$ cat src/rtl/spi_slave_xcvr.sv
// SPI mode-0 responder, MSB first. The external sck/cs_n/mosi pins are
// oversampled in the clk domain. Received words are presented on rx_data,
// and transmit words come from a single-entry holding register.
//
// state  | meaning
// IDLE   | cs_n high; miso undriven (0), waiting for a cs_n fall
// ACTIVE | selected; shifting rx on sck rise and tx on sck fall
module spi_slave_xcvr #(
    parameter int                    DATA_WIDTH = 8,
    parameter logic [DATA_WIDTH-1:0] DEFAULT_TX = '0
) (
    input  logic                  clk,
    input  logic                  rst_n,
    input  logic                  sck,
    input  logic                  cs_n,
    input  logic                  mosi,
    output logic                  miso,
    output logic                  miso_oe,
    input  logic [DATA_WIDTH-1:0] tx_data,
    input  logic                  tx_valid,
    output logic                  tx_ready,
    output logic [DATA_WIDTH-1:0] rx_data,
    output logic                  rx_valid,
    output logic                  tx_underrun,
    output logic                  frame_abort
);

    localparam int CNT_W = (DATA_WIDTH > 2) ? $clog2(DATA_WIDTH) : 1;
    localparam logic [CNT_W-1:0] LAST_BIT = CNT_W'(DATA_WIDTH - 1);

    localparam logic [0:0] IDLE   = 1'b0;
    localparam logic [0:0] ACTIVE = 1'b1;

    logic sck_s1, sck_s2, sck_s3;
    logic cs_s1, cs_s2, cs_s3;
    logic mosi_s1, mosi_s2;

    logic                  sck_rise, sck_fall, cs_fall, cs_rise;
    logic [0:0]            state;
    logic [CNT_W-1:0]      bit_cnt;
    logic                  word_done;
    logic                  got_rise;
    logic [DATA_WIDTH-1:0] tx_shift;
    logic [DATA_WIDTH-2:0] rx_shift;
    logic [DATA_WIDTH-1:0] rx_next;
    logic [DATA_WIDTH-1:0] hold_data;
    logic                  hold_full;
    logic                  load_word;
    logic                  accept;

    // Two-flop synchronisers. The third sck/cs_n stage is used only for edge detection.
    always_ff @(posedge clk or negedge rst_n) begin
        if (!rst_n) begin
            sck_s1  <= 1'b0;
            sck_s2  <= 1'b0;
            sck_s3  <= 1'b0;
            cs_s1   <= 1'b1;
            cs_s2   <= 1'b1;
            cs_s3   <= 1'b1;
            mosi_s1 <= 1'b0;
            mosi_s2 <= 1'b0;
        end else begin
            sck_s1  <= sck;
            sck_s2  <= sck_s1;
            sck_s3  <= sck_s2;
            cs_s1   <= cs_n;
            cs_s2   <= cs_s1;
            cs_s3   <= cs_s2;
            mosi_s1 <= mosi;
            mosi_s2 <= mosi_s1;
        end
    end

    assign sck_rise = sck_s2 & ~sck_s3;
    assign sck_fall = ~sck_s2 & sck_s3;
    assign cs_fall  = ~cs_s2 & cs_s3;
    assign cs_rise  = cs_s2 & ~cs_s3;

    assign rx_next  = {rx_shift, mosi_s2};
    assign tx_ready = ~hold_full;
    assign accept   = tx_valid & ~hold_full;
    assign miso_oe  = (state == ACTIVE);
    assign miso     = (state == ACTIVE) ? tx_shift[DATA_WIDTH-1] : 1'b0;

    // A new transmit word is taken at frame start and at each word boundary.
    always_comb begin
        load_word = 1'b0;
        if (state == IDLE) begin
            load_word = cs_fall;
        end else if (!cs_rise && sck_fall && got_rise && word_done) begin
            load_word = 1'b1;
        end
    end

    // Single-entry holding register. A load only drains it when it is full,
    // so a load and an accept can never collide on the same entry.
    always_ff @(posedge clk or negedge rst_n) begin
        if (!rst_n) begin
            hold_full <= 1'b0;
            hold_data <= '0;
        end else if (load_word && hold_full) begin
            hold_full <= 1'b0;
        end else if (accept) begin
            hold_full <= 1'b1;
            hold_data <= tx_data;
        end
    end

    // Frame FSM: shift registers, bit counter and the one-cycle status pulses.
    always_ff @(posedge clk or negedge rst_n) begin
        if (!rst_n) begin
            state       <= IDLE;
            bit_cnt     <= '0;
            word_done   <= 1'b0;
            got_rise    <= 1'b0;
            tx_shift    <= '0;
            rx_shift    <= '0;
            rx_data     <= '0;
            rx_valid    <= 1'b0;
            tx_underrun <= 1'b0;
            frame_abort <= 1'b0;
        end else begin
            rx_valid    <= 1'b0;
            tx_underrun <= 1'b0;
            frame_abort <= 1'b0;
            case (state)
                IDLE: begin
                    bit_cnt <= '0;
                    if (cs_fall) begin
                        state       <= ACTIVE;
                        word_done   <= 1'b0;
                        got_rise    <= 1'b0;
                        tx_shift    <= hold_full ? hold_data : DEFAULT_TX;
                        tx_underrun <= ~hold_full;
                    end
                end
                ACTIVE: begin
                    if (cs_rise) begin
                        state       <= IDLE;
                        bit_cnt     <= '0;
                        word_done   <= 1'b0;
                        frame_abort <= (bit_cnt != '0);
                    end else begin
                        if (sck_rise) begin
                            rx_shift <= rx_next[DATA_WIDTH-2:0];
                            got_rise <= 1'b1;
                            if (bit_cnt == LAST_BIT) begin
                                rx_data   <= rx_next;
                                rx_valid  <= 1'b1;
                                bit_cnt   <= '0;
                                word_done <= 1'b1;
                            end else begin
                                bit_cnt <= bit_cnt + 1'b1;
                            end
                        end
                        // A fall before the first rise of the frame would
                        // discard the preloaded MSB, so it is ignored.
                        if (sck_fall && got_rise) begin
                            if (word_done) begin
                                tx_shift    <= hold_full ? hold_data : DEFAULT_TX;
                                tx_underrun <= ~hold_full;
                                word_done   <= 1'b0;
                            end else begin
                                tx_shift <= {tx_shift[DATA_WIDTH-2:0], 1'b0};
                            end
                        end
                    end
                end
                default: state <= IDLE;
            endcase
        end
    end

endmodule

$ cat config.mk
export PLATFORM = sky130hd
export DESIGN_NAME = spi_slave_xcvr
export DESIGN_NICKNAME = d
export VERILOG_FILES = /design/src/rtl/spi_slave_xcvr.sv
export SDC_FILE = /design/constraint.sdc
export NUM_CORES = 1
export LEC_CHECK = 0
export BUFFER_PORTS_ARGS = -buffer_cell sky130_fd_sc_hd__buf_4
export CORE_AREA = 4 4 64 66
export DETAILED_ROUTE_END_ITERATION = 16
export DIE_AREA = 0 0 68 70
export PLACE_DENSITY = 0.91
export SKIP_LAST_GASP = 1
export SLEW_MARGIN = 20
export SYNTH_ARGS = -nofsm -noshare
export SYNTH_HDL_FRONTEND = slang
export SYNTH_SLANG_ARGS = --single-unit
$ cat constraint.sdc
create_clock -name clk -period 4.4 [get_ports clk]
set_input_delay 0.44 -clock clk [delete_from_list [all_inputs] [get_ports clk]]
set_output_delay 0.44 -clock clk [all_outputs]
set_load 0.005 [all_outputs]
[Word-level counts from Yosys, hierarchy flattened]
Index checks and enable logic that the tools add are counted.
Cells by class
  bitwise gates (word level): 13
  reductions and logical operators: 13
  equality and inequality tests: 6
  mux-type cells: 39
  $add $sub $neg: 1
Operator list (count)
  $mux 8: 5
  $mux 1: 25
  $pmux 8 s2: 1
  $mux 3: 3
  $reduce_and 3->1: 3
  $not 1->1: 8
  $pmux 1 s2: 4
  $ne 2x2->1 const B: 3
  $pmux 3 s2: 1
  $and 1x1->1: 5
  $logic_and 1x1->1: 5
  $reduce_and 4->1: 1
  $add 3x1->3 const B: 1
  $eq 3x3->1 const B: 1
  $ne 3x3->1 const B: 1
  $reduce_bool 3->1: 1
  $ne 2x1->1 const B: 1
  $reduce_and 2->1: 1
  $reduce_bool 2->1: 1
  $logic_not 1->1: 1
Word-level totals
  word-level logic and storage cells: 92
  output and inout port bits: 14
  register bits after elaboration: 49

[Logic depth before layout (Yosys ltp)]
  depth in word-level cells: 11
  depth in mapped cells: 5
  gate-level depth less buffers: 5

[Worst setup path before layout]
OpenSTA, ideal clock, no wires.
  path type: flip-flop to flip-flop
  from: reg cs_s2
  to: reg tx_shift[1]
  period minus slack after synthesis: 1.517 ns
  arrival: 1.393 ns
  stages on the path, launching flop included: 5
  path slack: 2.883 ns
  cell sequence: dfstp_2 -> nand2b_1 -> buf_6 -> a31oi_4 -> mux2_2
On the way
  word-level cells in the longest chain between the ends: 4
  elaborated cells between the ends (all ways): 6
  those cells by class: eq/ne: 2; bitwise: 3; reduce/logical: 1
RTL lines
  from (decl): RTL line 35  | logic cs_s1, cs_s2, cs_s3;
  from (signal assigned): RTL line 67  | cs_s2 <= cs_s1;
  $not 1->1: RTL line 76  | assign cs_fall = ~cs_s2 & cs_s3;
  $and 1x1->1: RTL line 76
  $ne 2x2->1 (no source line)
  $reduce_and 3->1 (no source line) (*)
  to (signal assigned): RTL line 133  | tx_shift <= hold_full ? hold_data : DEFAULT_TX;
  to (signal assigned): RTL line 160  | tx_shift <= hold_full ? hold_data : DEFAULT_TX;
  to (signal assigned): RTL line 164  | tx_shift <= {tx_shift[DATA_WIDTH-2:0], 1'b0};
  to (decl): RTL line 43  | logic [DATA_WIDTH-1:0] tx_shift;
Every way passes the cells marked *; elsewhere a longest branch is shown, timed or not.
A chain may end at the register's enable or synchronous reset.

[Final worst setup path]
  from: reg state (netlist: miso_oe)
  to: out miso
On the way
  word-level cells in the longest chain between the ends: 1
RTL lines
  from (decl): RTL line 39  | logic [0:0] state;
  from (signal assigned): RTL line 112  | state <= IDLE;
  from (signal assigned): RTL line 130  | state <= ACTIVE;
  from (signal assigned): RTL line 139  | state <= IDLE;
  $mux 1: RTL line 83  | assign miso = (state == ACTIVE) ? tx_shift[DATA_WIDTH-1] : 1'b0;
  to (decl): RTL line 17  | output logic miso,
No other way between the ends.

==> reports/results.txt <==
Outcome: completed
Worst-margin pin slew: 0.6852 ns
N_diodes: 0
Syn Std Cell Area: 2021 µm²
Clock sinks: 49
CTS tree: done
Synth-to-Final Area Change: 15.67%
Top post-synthesis cells by area: dfrtp_1 57%, mux2_2 17%, dfstp_2 3.9%
Max_slew headroom: 54.32%
Synth unique cells: 29
Final core area utilization: 65.31%
Synth async-reset ratio: 100.0%
Global Route Usage Sum: 16.19%
CP top delay family: flip-flops
WL final: 3318 µm
Final net count: 196
Arrival time worst endpoint: 1.50 ns
Syn Nets: 168
Required @ worst endpoint: 3.96 ns
Fin crit share: 43.99%
Largest net degree at the start of global routing: 50
Final instance area: 2337 µm²
DRC: 0
Top_reg_cell synth: dfrtp_1
Port Buffers: 27
Total grt overflow: 0
Final Hold Fails: 0
Leakage: 1.142 nW
Largest area contributor in the netlist: dfrtp_1
Final min period: 1.936 ns
CTS root buffer: clkbuf_4
Crit Path Max Fanout: 22
Average cell area after synthesis: 13.38 µm²
Setup violators final: 0
Cts bufs inserted: 5
Setup bufs post-CTS: 0
Antenna-violating nets left: 0
Hold_buf cts: 0
Share of the synthesized area in the top cell type: 56.97%
Clock Path Buffers: 2
H-tree lvl count: 2
Max VDD drop: 0.3185 mV
Post-synth EDFFs: 0
Vias per Instance: 5.259
Pwr Total: 1.075 mW
Post_cts resized: 0
Row count: 22
Synth warnings: 0
Power Density: 460.0 nW/µm²
DIE WIDTH: 68 µm
Most common cell in the netlist: dfrtp_1
Skew-Pair Late Insertion Delay: 0.35 ns
Vias in the first global route: 1247
Worst Path Buf+Inv: 1
Crit. End Element: output pin
Post-DP HPWL: 2449 µm
CP Class: register to output pin
Fin Setup TNS: 0 ns
Die height: 70 µm
Global-route wire length before repair: 5768 µm
I/O pin count: 28
Startpoint types: register
Max Fclk: 516.6 MHz
Share of post-route cells with drive strength above 1: 39.44%
Initial Utilization: 56.47%
Placed cells: 220
Post-synthesis cell count: 151
Core footprint: 3578 µm²
Placer Congestion: 0.8452
Unrepaired setup endpoints after global routing: false
Biggest cell delay along the critical path: 0.81 ns
Final Skew: 0.002630 ns
Worst path cell trace: and2_1 -> buf_4
Final Max Tran Viols: 0
Commonest cells in the netlist: 46 x dfrtp_1, 30 x mux2_2, 11 x o21ai_0
Initial DRC Count: 58
Crit-path slowest cell: dfrtp_1
DRT Pass-1 Iters: 4
Die area: 4760 µm²
Seq/Total Area, Yosys: 60.87%
Max-cap violations: 0
Hold crit path type: input pin to asynchronous set/reset pin
Vias: 1199
Routed length per instance: 14.55 µm
Initial antenna violation count: 0
Cell Area, Placed: 2248 µm²
Clock Pin Slew Worst Setup and Hold Paths: 0.13 ns
Flops & latches, synth: 49
Final Non-Filler Cells: 228
layout make-up:
cell class                      instances  area [µm²]
Clock buffer                            6       51.30
Clock inverter                          2       37.54
Fill cell                             274        1241
Inverter                                5       18.77
Multi-Input combinational cell         91       737.0
Sequential cell                        49        1230
Tap cell                               48       60.06
Timing Repair Buffer                   27       202.7
cells by family (layout without fill, tap and decap cells):
logic type,Yosys count,after routing,share of synthesized area (%)
muxes,34,34,18.76
AOI/OAI and AO/OA,16,16,5.077
adders and majority gates,3,3,1.858
DFF,49,49,60.87
buffers and inverters,11,40,2.662
and+or+nand+nor,38,38,10.78
per-stage QoR:
stage	setup WS, ns	hold slack (ns)
2_1_floorplan	2.883	0.1444
3_3_place_gp	2.651	0.3371
3_5_place_dp	2.573	0.3487
4_1_cts	2.441	0.07650
5_1_grt	2.337	0.07895
6_report	2.464	0.06871
metal layers:
| layer | part of all wire [%] | GRT usage [%] | vias to the layer above |
|---|---|---|---|
| li1 | - | - | 574 |
| met1 | 40 | 19.74 | 592 |
| met2 | 53 | 26.55 | 26 |
| met3 | 5.4 | 5.305 | 7 |
| met4 | 1.6 | 5.298 | 0 |
| met5 | 0 | 0 | - |
registers in the layout, indices dropped and copies added, names as in the netlist:
register,cells
bit_cnt,3
cs_s1,1
cs_s2,1
cs_s3,1
frame_abort,1
got_rise,1
hold_data,8
hold_full,1
miso_oe,1
mosi_s1,1
mosi_s2,1
rx_data,8
rx_shift,7
rx_valid,1
sck_s1,1
sck_s2,1
sck_s3,1
tx_shift,8
tx_underrun,1
word_done,1
power breakdown:
group          internal (mW)  switching [mW]  leakage [nW]  total [mW]
sequential             0.554          0.0673         0.615       0.621
combinational          0.114          0.0718         0.482       0.186
clock                  0.135           0.133        0.0445       0.268
total                  0.803           0.272          1.14        1.08
placed cells by master (no fill, tap or decap), types with 5 or more instances in the layout:
cell type,Yosys,layout
inv_1,5,5
mux2_2,30,30
nand2_1,10,10
buf_4,1,27
dfrtp_1,46,46
clkbuf_4,0,5
o21ai_0,11,11
nand3b_1,7,7
nor2_1,7,7
final timing paths:
| kind | from | to | slack [ns] | depth (start not counted) |
|---|---|---|---|---|
| max | miso_oe | miso | 2.46 | 2 |
| min | rst_n | tx_underrun | 0.07 | 1 |
| max reg2reg | miso_oe | tx_shift[5] | 2.56 | 3 |
| min reg2reg | cs_s1 | cs_s2 | 0.37 | 0 |
| max in group asynchronous | rst_n | rx_shift[5] | 3.94 | 1 |
| min in group clk | cs_n | cs_s1 | 0.18 | 1 |
No activity file was read; power rests on OpenSTA's default activity.
